--- src/rtl/cookie_sequencer.sv ---
// cookie_sequencer: control stage ahead of the cookie cell chain.
// Walks each frame through seed load, N life generations, a display
// snapshot and a serial pixel readout. Chain controls are decoded
// straight from state and the live handshakes.
module cookie_sequencer #(
  parameter int CHAIN_LEN = 64,
  parameter int GEN_W     = 8
) (
  input  logic             clk,
  input  logic             rst_n,
  input  logic             start,
  input  logic [GEN_W-1:0] gen_count,
  input  logic             seed_valid,
  input  logic             seed_bit,
  output logic             seed_ready,
  output logic             en,
  output logic             run,
  output logic             display,
  output logic             input_bit,
  output logic             display_shift_in,
  input  logic             chain_out,
  input  logic             display_shift_out,
  output logic             pix_valid,
  output logic             pix_data,
  output logic             pix_last,
  input  logic             pix_ready,
  output logic             busy,
  output logic             done
);

  localparam int CW = $clog2(CHAIN_LEN + 1);
  localparam logic [CW-1:0] LAST = CW'(CHAIN_LEN - 1);

  typedef enum logic [2:0] {
    S_IDLE, S_LOAD, S_RUN, S_SNAP, S_DUMP, S_DONE
  } state_t;

  state_t           state_q, state_d;
  logic [CW-1:0]    bit_cnt_q, bit_cnt_d;
  logic [GEN_W-1:0] gen_cnt_q, gen_cnt_d;

  // Next-state and counter update.
  always_comb begin
    state_d   = state_q;
    bit_cnt_d = bit_cnt_q;
    gen_cnt_d = gen_cnt_q;
    case (state_q)
      S_IDLE: if (start) begin
        gen_cnt_d = gen_count;
        bit_cnt_d = '0;
        state_d   = S_LOAD;
      end
      S_LOAD: if (seed_valid) begin
        bit_cnt_d = bit_cnt_q + CW'(1);
        // A zero generation count skips straight to the snapshot.
        if (bit_cnt_q == LAST) state_d = (gen_cnt_q == '0) ? S_SNAP : S_RUN;
      end
      S_RUN: begin
        gen_cnt_d = gen_cnt_q - GEN_W'(1);
        if (gen_cnt_q == GEN_W'(1)) state_d = S_SNAP;
      end
      S_SNAP: begin
        bit_cnt_d = '0;
        state_d   = S_DUMP;
      end
      S_DUMP: if (pix_ready) begin
        bit_cnt_d = bit_cnt_q + CW'(1);
        if (bit_cnt_q == LAST) state_d = S_DONE;
      end
      S_DONE:  state_d = S_IDLE;
      default: state_d = S_IDLE;
    endcase
  end

  // Chain and stream controls, decoded from state plus handshake.
  always_comb begin
    seed_ready = 1'b0;
    en         = 1'b0;
    run        = 1'b0;
    display    = 1'b0;
    input_bit  = 1'b0;
    pix_valid  = 1'b0;
    pix_data   = 1'b0;
    pix_last   = 1'b0;
    busy       = (state_q != S_IDLE);
    done       = 1'b0;
    case (state_q)
      S_LOAD: begin
        seed_ready = 1'b1;
        en         = seed_valid;
        input_bit  = seed_bit;
      end
      S_RUN: begin
        en  = 1'b1;
        run = 1'b1;
      end
      S_SNAP: begin
        en      = 1'b1;
        display = 1'b1;
      end
      S_DUMP: begin
        // Recirculate the state chain so it survives the readout.
        pix_valid = 1'b1;
        pix_data  = display_shift_out;
        pix_last  = (bit_cnt_q == LAST);
        en        = pix_ready;
        input_bit = chain_out;
      end
      S_DONE:  done = 1'b1;
      default: ;
    endcase
  end

  assign display_shift_in = 1'b0;

  // State and counter registers.
  always_ff @(posedge clk or negedge rst_n) begin
    if (!rst_n) begin
      state_q   <= S_IDLE;
      bit_cnt_q <= '0;
      gen_cnt_q <= '0;
    end else begin
      state_q   <= state_d;
      bit_cnt_q <= bit_cnt_d;
      gen_cnt_q <= gen_cnt_d;
    end
  end

endmodule

--- config.mk ---
export PLATFORM = sky130hd
export DESIGN_NAME = cookie_sequencer
export DESIGN_NICKNAME = d
export VERILOG_FILES = /design/src/rtl/cookie_sequencer.sv
export SDC_FILE = /design/constraint.sdc
export NUM_CORES = 1
export LEC_CHECK = 0
export ABC_CLOCK_PERIOD_IN_PS = 1800
export CAP_MARGIN = 20
export CORE_UTILIZATION = 30
export CTS_CLUSTER_SIZE = 16
export DETAILED_ROUTE_END_ITERATION = 8
export PLACE_DENSITY = 0.59
export SETUP_SLACK_MARGIN = 0.15
export SLEW_MARGIN = 10
export SYNTH_ARGS = -nofsm -noshare
export SYNTH_HDL_FRONTEND = slang
export SYNTH_SLANG_ARGS = --single-unit
--- constraint.sdc ---
create_clock -name clk -period 1.8 [get_ports clk]
set_clock_uncertainty 0.2 [all_clocks]
set_input_delay 0.27 -clock clk [delete_from_list [all_inputs] [get_ports clk]]
set_output_delay 0.27 -clock clk [all_outputs]
set_load 0.005 [all_outputs]
Word level (Yosys, flattened, before mapping)
Index checks and enable logic that the tools add are counted.
Widths: inputs -> output; s select.

storage, ports and cells
  bits in registers = 18
  input bits = 16

operators by class
  add/sub/neg operators = 2
  eq/ne operators = 13
  mux-type cells = 23
  reductions and logical operators = 9

operator list
  operator             count
  $pmux 7 s4           1
  $mux 7               3
  $mux 3               6
  $pmux 8 s2           1
  $pmux 3 s5           1
  $ne 2x2->1 const B   6
  $eq 8x1->1 const B   1
  $logic_not 8->1      1
  $mux 1               8
  $mux 8               1
  $sub 8x1->8 const B  1
  $add 7x1->7 const B  1
  $eq 7x6->1 const B   1
  $eq 3x2->1 const B   2
  $eq 3x3->1 const B   2
  $reduce_and 6->1     1
  $reduce_and 4->1     1
  $reduce_bool 4->1    1
  $eq 3x1->1 const B   1
  $logic_not 3->1      1
  $pmux 1 s3           1
  $reduce_bool 3->1    1
  $pmux 1 s2           1
  $reduce_and 2->1     1
  other kinds (2)      2

Depth between registers and ports, before layout
Gate-level depths: netlist of the first run.

  word-level depth = 5
  depth in mapped cells = 6
  mapped depth without buffers = 6

Worst setup path after synthesis of the first run
No wires, ideal clock.

  path kind = reg-to-reg
  start = register state_q[0]
  end = register bit_cnt_q[0]
  library setup time = 0.125 ns
  arrival time = 1.554 ns
  required time = 1.475 ns
  path slack = -0.079 ns
  stages on the path, launching flop included = 6
  clock period less this slack = 1.879 ns
  cells stage by stage = dfrtp_1 -> buf_6 -> or4b_4 -> buf_6 -> o211a_4 -> mux2_4

on the way
  cells in the longest elaborated chain, start to end = 3
  elaborated cells between the ends (all ways) = 10
  those cells by class = 6 x eq/ne; 1 x mux; 3 x reduce/logical

ends and longest elaborated chain
  what                                                              line  RTL
  from (decl)                                                       38    state_t state_q, state_d;
  from (signal assigned)                                            123   state_q <= state_d;
  $eq 3x3->1, or another cell as far along                          47    case (state_q)
  $reduce_bool 4->1 (no line) / $ne 2x2->1 (equally long branches)  --
  $reduce_and 4->1 (no line)                                        --
  to (signal assigned)                                              124   bit_cnt_q <= bit_cnt_d;
  to (decl)                                                         39    logic [CW-1:0] bit_cnt_q, bit_cnt_d;

Several ways; a longest one is shown, not always the timed one.
A chain may end at the register's enable or synchronous reset.

Final worst setup path of the first run
  start = register state_q[0]
  end = output en

on the way
  cells in the longest elaborated chain, start to end = 3
  elaborated cells between the ends (all ways) = 6
  those cells by class = 4 x eq/ne; 1 x mux; 1 x reduce/logical

ends and longest elaborated chain
  what                       line  RTL
  $eq 3x2->1                 87    case (state_q)
  $reduce_or 2->1 (no line)  --
  $pmux 1 s3 *               87
  to (decl)                  16    output logic en,

Mark *: on every way between the ends. The rest lies on a longest branch, timed or not.

==> run metrics, run 1 <==
failing checks negative setup slack; cell count after synthesis 137; # placed instances about 230; Post-DRT Antenna Nets 0; Remaining DRCs 0; max-cap violation count 0; # IOs 27; All-Layer GR Usage around a fifth; fin nets around 230; number of flops mapped to enable cells by yosys 0; DR pass1 iterations 4; number of vias per cell about 5.2; worst skew pair latency between 200 and 300 ps; CTS Buffer Depth 2; CP peak stage delay about 500 ps; CTS buffer count 3; FF-to-FF End bit_cnt_q[0]; first-pass GRT wire length around 6500 µm; gpl congestion ~0.82; fraction of registers with async set/reset 100.0%; I/O Buffers 25; Critical path buffers and inverters 2; Ys Warns 0; Hold WS between 100 and 150 ps; endpoints failing setup 23; Crit. End Element primary output; number of global-route vias before repair roughly 1400; Top Family by Delay on Critical Path simple AND/OR/NAND/NOR gates; Seq/Total Area, Yosys about 37%; critical path depth 4; Starting Density 32.42%; WP data arrival 1560 ps; initial DRC count 74; die area roughly 4300 µm²; Lkg Pwr 0.9464 nW; largest net degree at the start of global routing 19; final hold violation count 0; final worst path period share 112.6%; Remaining Overflow, GRT 0; final WL around 4100 µm; synthesis-stage register bit count 18; Core Util, Final 57.66%; Final min period around 2000 ps; Synth Net Count roughly 160; n_diodes 0; routed length per placed instance between 15 and 20 µm; Final Max Tran Viols 0; H-tree lvl count 1; FF-to-FF setup slack -220 ps; worst reg2reg path startpoint state_q[1]; CTS tree yes; dominant cells by area after synthesis dfrtp_1, ha_1, o21ai_1; initial antenna violation count 0; core area 3771 µm²; worst r2r path cells 5; Cell Area, Synth 1222 µm²; WP data required approximately 1300 ps; row cnt 22; Worst Path Max Fanout 3; Post-DP HPWL around 2600 µm; Die X between 60 and 70 µm; WS Path Type register to primary output; Fmax achieved 493.3 MHz; root buffer cell clkbuf_8; clock slew at reported path FFs around 80 ps; mean area per synthesized cell about 8.9 µm²; Finished Layout Cells roughly 260; peak supply drop around 0.00043 V; P&R area growth vs syn 77.89%; Pwr Density 933.5 nW/µm²; main flop type after synthesis dfrtp_1; HP Class primary input to asynchronous set/reset pin; clock sink total 18; Yosys top cell area share between 30% and 40%; startpoint types register; post-synthesis cell type count 47; DR vias ~1400; slowest CP cell or4bb_1; share of post-route cells with drive strength above 1 a little over half; critical-path cell list buf_4 -> or4bb_1 -> o21ai_1 -> buf_2; RSZ-0062 raised after global routing true; worst setup margin -227.3 ps; Die Y 65.84 µm; area leader, netlist dfrtp_1; total negative slack -2617 ps; status finished, violations left
final cells by class:
class / count / area (µm²)
clock buffer: 4 / 55.05
fill: 323 / 1597
inverter: 5 / 18.77
multi-input combinational: 105 / 889.6
sequential: 18 / 450.4
tap: 48 / 60.06
timing repair buffer: 79 / 700.7
synthesized netlist by cell type, types with 2 or more instances:
| cell | number |
|---|---|
| dfrtp_1 | 18 |
| nand2_1 | 12 |
| o21ai_1 | 10 |
| a21oi_1 | 9 |
| nor2_1 | 9 |
| nand3_1 | 7 |
| nor3_1 | 6 |
| inv_1 | 5 |
| o21ai_0 | 5 |
| and3_1 | 4 |
| clkbuf_1 | 4 |
| ha_1 | 4 |
| a311oi_1 | 3 |
| buf_4 | 2 |
| buf_6 | 2 |
| nand2b_1 | 2 |
| nand3b_1 | 2 |
| nor3b_1 | 2 |
| o311ai_0 | 2 |
| or4_1 | 2 |
power by group:
group / switching (mW) / internal (mW) / leakage, nW
Clock: 0.157 / 0.195 / 0.0288
Sequential: 0.182 / 0.546 / 0.222
Combinational: 0.440 / 0.510 / 0.696
Total: 0.779 / 1.25 / 0.946
worst max path at each step:
stage,startpoint,to,slack [ps]
floorplan,state_q[0],bit_cnt_q[0],-60
CTS,state_q[1],en,-220
detailed placement,pix_ready,en,-490
global route,state_q[0],en,-290
finish,state_q[0],en,-230
global placement,pix_ready,en,-430
worst register-to-register path, stage by stage (launching register included):
cell and delay, ps:
dfrtp_1 400, buf_6 130, buf_6 110, or4b_4 590, o211a_4 220, mux2_4 270
timing repair:
item	CTS	global route
hold buffers	0	0
setup buffers	18	5
setup endpoints to repair	26	27
resized for setup	76	31
pin swaps	16	19
logic make-up (layout without fill, tap and decap cells):
logic type / count (synthesis) / in the layout / synth area share [%]
AOI/OAI and AO/OA: 37 / 37 / 20.27
muxes: 2 / 2 / 2.047
xor gates and xnor gates: 1 / 1 / 0.7166
DFF: 18 / 18 / 36.85
buffers and inverters: 14 / 88 / 6.243
other: 1 / 1 / 0.3068
and+or+nand+nor: 60 / 60 / 29.48
adders and majority gates: 4 / 4 / 4.094
placed cells by master, fill, tap and decap left out, types with 2 or more instances in the layout:
cell type        synthesis  final
nor2_1                   9      8
o21ai_1                 10      8
nand2_1                 12      9
buf_2                    1      5
nand3_1                  7      5
buf_6                    2     20
clkdlybuf4s50_1          0     15
ha_1                     4      3
a311oi_2                 0      2
nor3_1                   6      3
nand2b_1                 2      2
o21ai_0                  5      2
nor3b_4                  0      2
or4b_4                   1      2
buf_4                    2     38
dfrtp_1                 18     18
nand3b_1                 2      2
nor3_2                   0      2
and3_4                   0      2
a21oi_1                  9      5
a21oi_2                  0      4
or4_4                    1      3
inv_1                    5      4
o21ai_2                  0      5
and3_1                   4      2
clkbuf_8                 0      4
nand2_2                  0      2
routing by layer:
layer / wire length, µm / up-vias / track usage [%] / share of wire, %
met5: 0 / - / 0 / 0
met4: 38 / 0 / 4.076 / 0.93
met3: 179 / 6 / 4.138 / 4.4
met2: 2227 / 35 / 35.59 / 54
met1: 1652 / 661 / 23.44 / 40
li1: - / 652 / - / -
per-stage QoR:
step	cell area, µm²	total power [mW]	setup WS [ps]
finish	2175	2.030	-227.3
global route	2175	2.158	-286.0
CTS	2011	1.844	-220.2
detailed placement	1720	1.402	-491.5
global placement	1720	1.348	-425.9
floorplan	1235	1.045	-57.81
state kept, by name, indices dropped and copies added, names as in the netlist:
signal	count
bit_cnt_q	7
state_q	3
gen_cnt_q	8
Note: power is estimated with default switching activity, not from simulation.
==> inputs of run 2 (changes only) <==
--- a/config.mk
+++ b/config.mk
@@ -12,7 +12,6 @@
 export DETAILED_ROUTE_END_ITERATION = 8
 export PLACE_DENSITY = 0.59
 export SETUP_SLACK_MARGIN = 0.15
-export SLEW_MARGIN = 10
 export SYNTH_ARGS = -nofsm -noshare
 export SYNTH_HDL_FRONTEND = slang
 export SYNTH_SLANG_ARGS = --single-unit
==> results of run 2 <==
Same layout as run 1: the final DEF is identical, and so are final timing and power.
==> inputs of run 3 (changes only) <==
--- a/config.mk
+++ b/config.mk
@@ -10,7 +10,7 @@
 export CORE_UTILIZATION = 30
 export CTS_CLUSTER_SIZE = 16
 export DETAILED_ROUTE_END_ITERATION = 8
-export PLACE_DENSITY = 0.59
+export PLACE_DENSITY = 0.6
 export SETUP_SLACK_MARGIN = 0.15
 export SYNTH_ARGS = -nofsm -noshare
 export SYNTH_HDL_FRONTEND = slang
==> run 3 against run 2 <==
  * The run still ends with negative setup slack left
  * Die area stayed put
  * Clock power is 2% lower
  * Design area is 5.9% lower
  * Non-clock buffer count is 4 lower
  * Critical path depth is 1 higher
  * Critical endpoint is now bit_cnt_q[0]
  * Largest power group unchanged
  * Highest routed layer unchanged
==> run metrics, run 3 (synthesized netlist as in run 1, its figures left out) <==
Worst Path Max Fanout 7 (+4); crit-path most repeated cell buf_6; Lkg Pwr 0.9011 nW (-4.8%); CTS tree yes; top flop regs gen_cnt_q x8, bit_cnt_q x7, state_q x3; Die X 65.84 µm (unchanged); routed length per placed instance 13.81 µm (-13%); hold buffers post-CTS 0 (unchanged); Fmax achieved 488.3 MHz (-1.0%); final hold violation count 0 (unchanged); root buffer cell clkbuf_8; initial DRC count 49 (-34%); Biggest register gen_cnt_q; clock slew at reported path FFs 80 ps (about the same); n_diodes 0 (unchanged); CTS buffer count 3 (unchanged); worst setup margin -247.9 ps (-20.65 ps); final worst path period share 113.8% (+1.1 points); largest net degree at the start of global routing 19 (unchanged); Remaining DRCs 0 (unchanged); WP data arrival 1990 ps (+430 ps); number of vias per cell 5.000 (-4.4%); row cnt 22 (unchanged); die area 4334 µm² (unchanged); status finished, violations left; Post-DP HPWL 2390 µm (-6.3%); I/O Buffers 25 (unchanged); design area 2047 µm² (-5.9%); most common cell after layout, fill and taps aside buf_4; P&R area growth vs syn 67.45%; DR pass1 iterations 4 (unchanged); share of post-route cells with drive strength above 1 44.93% (-7.7 points); CTS Buffer Depth 2 (unchanged); Post-DRT Antenna Nets 0 (unchanged); H-tree lvl count 1 (unchanged); slowest CP cell or4b_4; WS Path Type register to register; Final min period 2048 ps (+20.65 ps); # IOs 27 (unchanged); critical-path cell list buf_6 -> buf_6 -> or4b_4 -> o211a_4 -> mux2_4; final WL 3521 µm (-14%); Crit. End Element register; startpoint types register; Core Util, Final 54.28% (-3.4 points); CP peak stage delay 590 ps (+90 ps); Remaining Overflow, GRT 0 (unchanged); fin nets 228 (-1.7%); max reg flops 8 (unchanged); area of placed instances 1743 µm² (+1.3%); WP data required 1740 ps (+410 ps); Pwr Density 923.7 nW/µm² (-1.0%); gpl congestion 0.7908 (-3.9%); initial antenna violation count 0 (unchanged); number of global-route vias before repair 1208 (-14%); clock sink total 18 (unchanged); RSZ-0062 raised after global routing true; Die Y 65.84 µm (unchanged); DR vias 1275 (-5.8%); Fillers 322 (-0.31%); Final Max Tran Viols 0 (unchanged); worst skew pair latency 260 ps (about the same); core area 3771 µm² (unchanged); max-cap violation count 0 (unchanged); HP Class primary input to asynchronous set/reset pin; All-Layer GR Usage 16.49% (-3.1 points); endpoints failing setup 21 (-8.7%); peak supply drop 0.0006425 V (+50%); failing checks negative setup slack; commonest non-fill, non-tap cells in the layout buf_4, dfrtp_1, clkdlybuf4s50_1, buf_6, o21ai_1; first-pass GRT wire length 5457 µm (-17%); Starting Density 32.42% (unchanged)
run 3: cell count changes in the layout (fill, tap and decap cells not counted), moves of 2 or more:
cell,change
buf_6,-5
o21ai_2,-3
nor3_2,-2
o21ai_1,+2
o311ai_1,+2
or4_1,+2
or4_4,-2
run 3: worst paths after layout:
kind / startpoint / end / slack, ps / cells after the start
max: state_q[0] / bit_cnt_q[0] / -250 / 5
min: rst_n / gen_cnt_q[0] / 150 / 2
max reg2reg: state_q[0] / bit_cnt_q[0] / -250 / 5
min reg2reg: bit_cnt_q[5] / bit_cnt_q[5] / 350 / 1
max in group asynchronous: rst_n / state_q[1] / 1050 / 2
min in group clk: bit_cnt_q[5] / bit_cnt_q[5] / 350 / 1
run 3: cell type report:
type	instances	area [µm²]	share of cell area, %
clock buffers	4	55.05	2.689
inverters	5	18.77	0.9169
multi-input cells	105	819.5	40.04
flip-flops and latches	18	450.4	22.00
well taps	48	60.06	2.934
repair buffers	75	643.1	31.42
run 3: per-stage QoR:
step / cells / total power, mW / hold WS (ps) / setup WS (ps) / TNS [ps]
floorplan: 137 / 1.045 / -225.6 / -57.81 / -57.81
global route: 255 / 2.022 / 176.7 / -297.0 / -4345
CTS: 248 / 1.812 / 160.1 / -215.5 / -2809
global placement: 235 / 1.356 / 284.8 / -430.3 / -3846
detailed placement: 235 / 1.383 / 291.3 / -444.5 / -4261
finish: 255 / 1.891 / 146.7 / -247.9 / -3186
run 3: report_power, final:
part,total (mW),switching [mW],internal [mW],leakage (nW)
Clock,0.346,0.151,0.195,0.0288
Combinational,0.842,0.373,0.469,0.650
Sequential,0.703,0.157,0.546,0.222
Total,1.89,0.681,1.21,0.901
run 3: repair_timing:
item	in CTS	in global routing
gates resized for setup	66	14
setup endpoints to repair	26	27
pin swaps	11	12
buffers inserted	9	7
cloned	0	0
run 3: worst max-delay path, delay by kind of cell, from the launching register on:
family                 cells  cell delay [ps]
buffers and inverters      2              250
muxes                      1              270
DFF                        1              430
and+or+nand+nor            1              590
AOI/OAI and AO/OA          1              210
run 3: per-layer routing:
metal,share of wire [%],global-route usage [%],vias to the layer above,wire length [µm]
met2,50,27.68,27,1754
met4,0.31,2.446,0,11
li1,-,-,646,-
met3,3.8,4.138,2,135
met1,46,21.53,600,1621
met5,0,0,-,0
==> edit 1, RTL diff (config.mk and constraints of run 1) <==
Encoding of `state_t`: now one-hot (6 bits for 6 states).
--- a/src/rtl/cookie_sequencer.sv
+++ b/src/rtl/cookie_sequencer.sv
@@ -31,8 +31,8 @@
   localparam int CW = $clog2(CHAIN_LEN + 1);
   localparam logic [CW-1:0] LAST = CW'(CHAIN_LEN - 1);
 
-  typedef enum logic [2:0] {
-    S_IDLE, S_LOAD, S_RUN, S_SNAP, S_DUMP, S_DONE
+  typedef enum logic [5:0] {
+    S_IDLE = 6'b000001, S_LOAD = 6'b000010, S_RUN = 6'b000100, S_SNAP = 6'b001000, S_DUMP = 6'b010000, S_DONE = 6'b100000
   } state_t;
 
   state_t           state_q, state_d;
Check against the original RTL: no difference found for any inputs over 10 cycles, from zero or initial values and one cycle with rst_n low; not proved beyond that.
==> edit 1 against run 1 <==
Worst setup slack got worse by 0.33 ns; the run still ends with setup timing left; routed wire length grew 9.7%; sequential cell count grew 3; design area grew 12%; non-clock buffer count is 7 higher; area after synthesis rose by 14%.
Power is not compared: it rests on default switching activity, and its combinational part moved more than twofold at a synthesized area within 25%.
==> edit 1: results (changes against run 1) <==
drt-met1-wl_um: 1860  # was 1650 um
synth_cell_types: 49  # was 47
wl_per_cell_um: 15.5  # was 15.8 um
synthAdderAreaFrac: 0.0270  # was 0.0409
synth.avg_cell_area_sq_um: 8.98  # was 8.92 sq um
nets: 258  # was 232
yosysSeqAreaShare: 0.379  # was 0.368
grtUsageMet2: 0.328  # was 0.356
final_area_sq_um: 2440  # was 2170 sq um
hpwl_um: 2870  # was 2550 um
worstReg2RegStart: "state_q[0]"  # was state_q[1]
gp_congestion: 0.868  # was 0.823
cp.arrival_ns: 1.88  # was 1.56 ns
finalSetupViolCount: 31  # was 23
timing.final.ws_setup_ns: -0.553  # was -0.227 ns
synth.area.top_cells: "dfrtp_1, nand2_1, a221o_1"  # was dfrtp_1, ha_1, o21ai_1
syn-num-nets: 174  # was 157
cp_slowest_cell: "or4_4"  # was or4bb_1
placed_area_sq_um: 2000  # was 1720 sq um
status: "finished, violations left"  # unchanged
r2r_slack_ns: -0.48  # was -0.22 ns
critical_path_peak_fanout: 2  # was 3
drive_above_1_share: 0.475  # was 0.526
layout.nonclk_buf_frac: 0.331  # was 0.322
grt_usage: 0.181  # was 0.196
place_inst: 270  # was 232
vias: 1570  # was 1354
grt_max_degree: 22  # was 19
yosys-top-cells-count: "dfrtp_1, nand2_1, nor2_1, nand3_1, nor3_1"  # was dfrtp_1, nand2_1, o21ai_1, a21oi_1, nor2_1
nFillCells: 378  # was 323
area.sequential_sq_um: 529  # was 450 sq um
failed_checks: "setup timing"  # unchanged
detail_route.vias_per_cell: 5.41  # was 5.23
multi_input_area_share: 0.390  # was 0.409
timing.rr.end: "gen_cnt_q[2]"  # was bit_cnt_q[0]
buffers: 86  # was 79
clockNetworkAreaShare: 0.0184  # was 0.0253
synthXorXnorAreaFrac: 0.0126  # was 0.00716
rr_worst_depth: 8  # was 5
[edit 1: cell count changes after synthesis, sizes merged, moves of 3 or more]
| cell | delta |
|---|---|
| nand2 | +5 |
| nand3 | +3 |
| a221o | +5 |
| o211ai | +3 |
| clkbuf | -3 |
| o21ai | -8 |
| nand4b | +4 |
| nor4b | +3 |
| a311oi | -3 |
| a21oi | -3 |
[edit 1: worst max path at each step]
stage	startpoint	endpoint	slack [ns]	cells after the start
4_1_cts	state_q[0]	en	-0.56	5
5_1_grt	state_q[4]	en	-0.60	5
3_3_place_gp	state_q[0]	en	-0.65	5
2_1_floorplan	state_q[1]	gen_cnt_q[3]	-0.40	9
6_report	state_q[0]	en	-0.55	5
3_5_place_dp	state_q[1]	en	-0.67	5
[edit 1: repair_timing]
item                       in CTS  in global routing
hold buffers                    0                  0
resized for setup              72                 28
pin swaps                      18                 10
buffers inserted                8                  6
cloned                          2                  0
setup endpoints to repair      31                 31
==> edit 2, RTL diff (flow settings as in run 1) <==
Without the edit above. The parameter `CHAIN_LEN` goes from 64 to 32.
--- a/src/rtl/cookie_sequencer.sv
+++ b/src/rtl/cookie_sequencer.sv
@@ -3,7 +3,7 @@
 // snapshot and a serial pixel readout. Chain controls are decoded
 // straight from state and the live handshakes.
 module cookie_sequencer #(
-  parameter int CHAIN_LEN = 64,
+  parameter int CHAIN_LEN = 32,
   parameter int GEN_W     = 8
 ) (
   input  logic             clk,
Check against the original RTL: no difference found for any inputs over 10 cycles, from zero or initial values and one cycle with rst_n low; that may be too few to reach the edited logic, so the function may still have changed.
==> edit 2 against run 1 <==
The run still ends with setup timing left; core utilization decreased by 2.3 points; design area decreased by 6.0%; sequential cell count decreased by 1; worst setup slack improved by 0.020 ns; routed wire length decreased by 18%; area after synthesis decreased by 5.3%; combinational power increased by 45%; power increased by 15%; largest cell class unchanged.
==> edit 2: results (changes against run 1) <==
clk_latency_ns: 0.25
gp_congestion: 0.799  # was 0.823
cp_top_family: "simple AND/OR/NAND/NOR gates"  # unchanged
antenna_found_initial: 0  # unchanged
multi_input_area_share: 0.409  # about the same
syn-num-nets: 151  # was 157
timing.final.ws_setup_ns: -0.208  # was -0.227 ns
drive_above_1_share: 0.510  # was 0.526
inverters: 6  # was 5
layout.nonclk_buf_frac: 0.317  # was 0.322
ir_worst_vdd_v: 0.000346  # was 0.000428 V
leakagePower_nw: 0.930  # was 0.946 nW
routed_wl_um: 3340  # was 4100 um
swShare: 0.394  # was 0.384
final_area_sq_um: 2040  # was 2170 sq um
yosysSeqAreaShare: 0.368  # about the same
finalSetupViolCount: 18  # was 23
cp_slowest_cell: "or4b_4"  # was or4bb_1
pre_cts_ws_ns: -0.305  # was -0.491 ns
critical_path_peak_fanout: 6  # was 3
failed_checks: "setup timing"  # unchanged
detail_route.vias_per_cell: 5.06  # was 5.23
drt_iter0_markers: 45  # was 74
nFillCells: 339  # was 323
reg.largest.list: "gen_cnt_q (8), bit_cnt_q (6), state_q (3)"  # was gen_cnt_q (8), bit_cnt_q (7), state_q (3)
nets: 223  # was 232
synth_cell_types: 48  # was 47
crit_path_max_incr_delay_ns: 0.55  # was 0.50 ns
cp.arrival_ns: 1.94  # was 1.56 ns
ys_ff_latch: 17  # was 18
vias: 1264  # was 1354
portBuffers: 25  # unchanged
dieArea_sq_um: 4110  # was 4330 sq um
cts_buffer_depth: 2  # unchanged
path_clk_slew_ns: 0.07
seq_share: 0.210  # was 0.207
grt_max_degree: 18  # was 19
place_inst: 230  # was 232
nMultiInputCombCells: 101  # was 105
tns_ns: -1.81  # was -2.62 ns
placed_area_sq_um: 1700  # was 1720 sq um
dr.pass1.iters: 6  # was 4
grt_usage: 0.170  # was 0.196
clockNetworkAreaShare: 0.0227  # was 0.0253
synth.area.top_cells: "dfrtp_1, nand2_1, ha_1"  # was dfrtp_1, ha_1, o21ai_1
hpwl_um: 2400  # was 2550 um
yosys-top-cells-count: "dfrtp_1, nand2_1, nor2_1"  # was dfrtp_1, nand2_1, o21ai_1, a21oi_1, nor2_1
postSynthCellCount: 131  # was 137
buffers: 74  # was 79
status: "finished, violations left"  # unchanged
grt_pass1_vias: 1240  # was 1410
grt_pass1_wl_um: 5490  # was 6550 um
[edit 2: cell types whose count changed after synthesis, moves of 3 or more]
cell      change
nor2b_1       +3
o211ai_1      +3
a221o_1       +3
o21ai_1       -9
a21oi_1       -4
[edit 2: power by group through the flow]
stage / logic (mW) / registers, mW / clock network [mW]
floorplan: 0.572 / 0.659 / 0
global placement: 1.08 / 0.649 / 0
detailed placement: 1.10 / 0.655 / 0
CTS: 1.23 / 0.655 / 0.297
global route: 1.51 / 0.694 / 0.307
finish: 1.38 / 0.666 / 0.290
[edit 2: final timing paths]
check,from,end,slack (ns),depth (start not counted)
max,state_q[0],gen_cnt_q[5],-0.21,5
min,rst_n,gen_cnt_q[6],0.14,2
max reg2reg,state_q[0],gen_cnt_q[5],-0.21,5
min reg2reg,gen_cnt_q[6],gen_cnt_q[6],0.33,1
max in group asynchronous,rst_n,state_q[1],1.04,2
min in group clk,gen_cnt_q[6],gen_cnt_q[6],0.33,1
[edit 2: logic make-up (layout without fill, tap and decap cells)]
kind of cell    Yosys count  after routing  share of synthesized area
buf+inv                  13             84                     0.0584
flops                    17             17                      0.368
simple gates             58             58                      0.271
compound gates           35             35                      0.230
other cells               1              1                    0.00324
xor+xnor                  1              1                    0.00757
fa+ha+maj                 4              4                     0.0432
mux                       2              2                     0.0184
[edit 2: layer usage]
layer,share of wire,up-vias,global-route usage
met5,0,-,0
met4,0.0081,0,0.0500
met3,0.018,2,0.0196
met2,0.51,20,0.309
met1,0.47,607,0.209
li1,-,635,-
[edit 2: what timing repair did]
item,in CTS,in global routing
pin swaps,14,16
buffers inserted,12,4
gates cloned,0,0
setup endpoints to repair,25,25
resized for setup,64,27
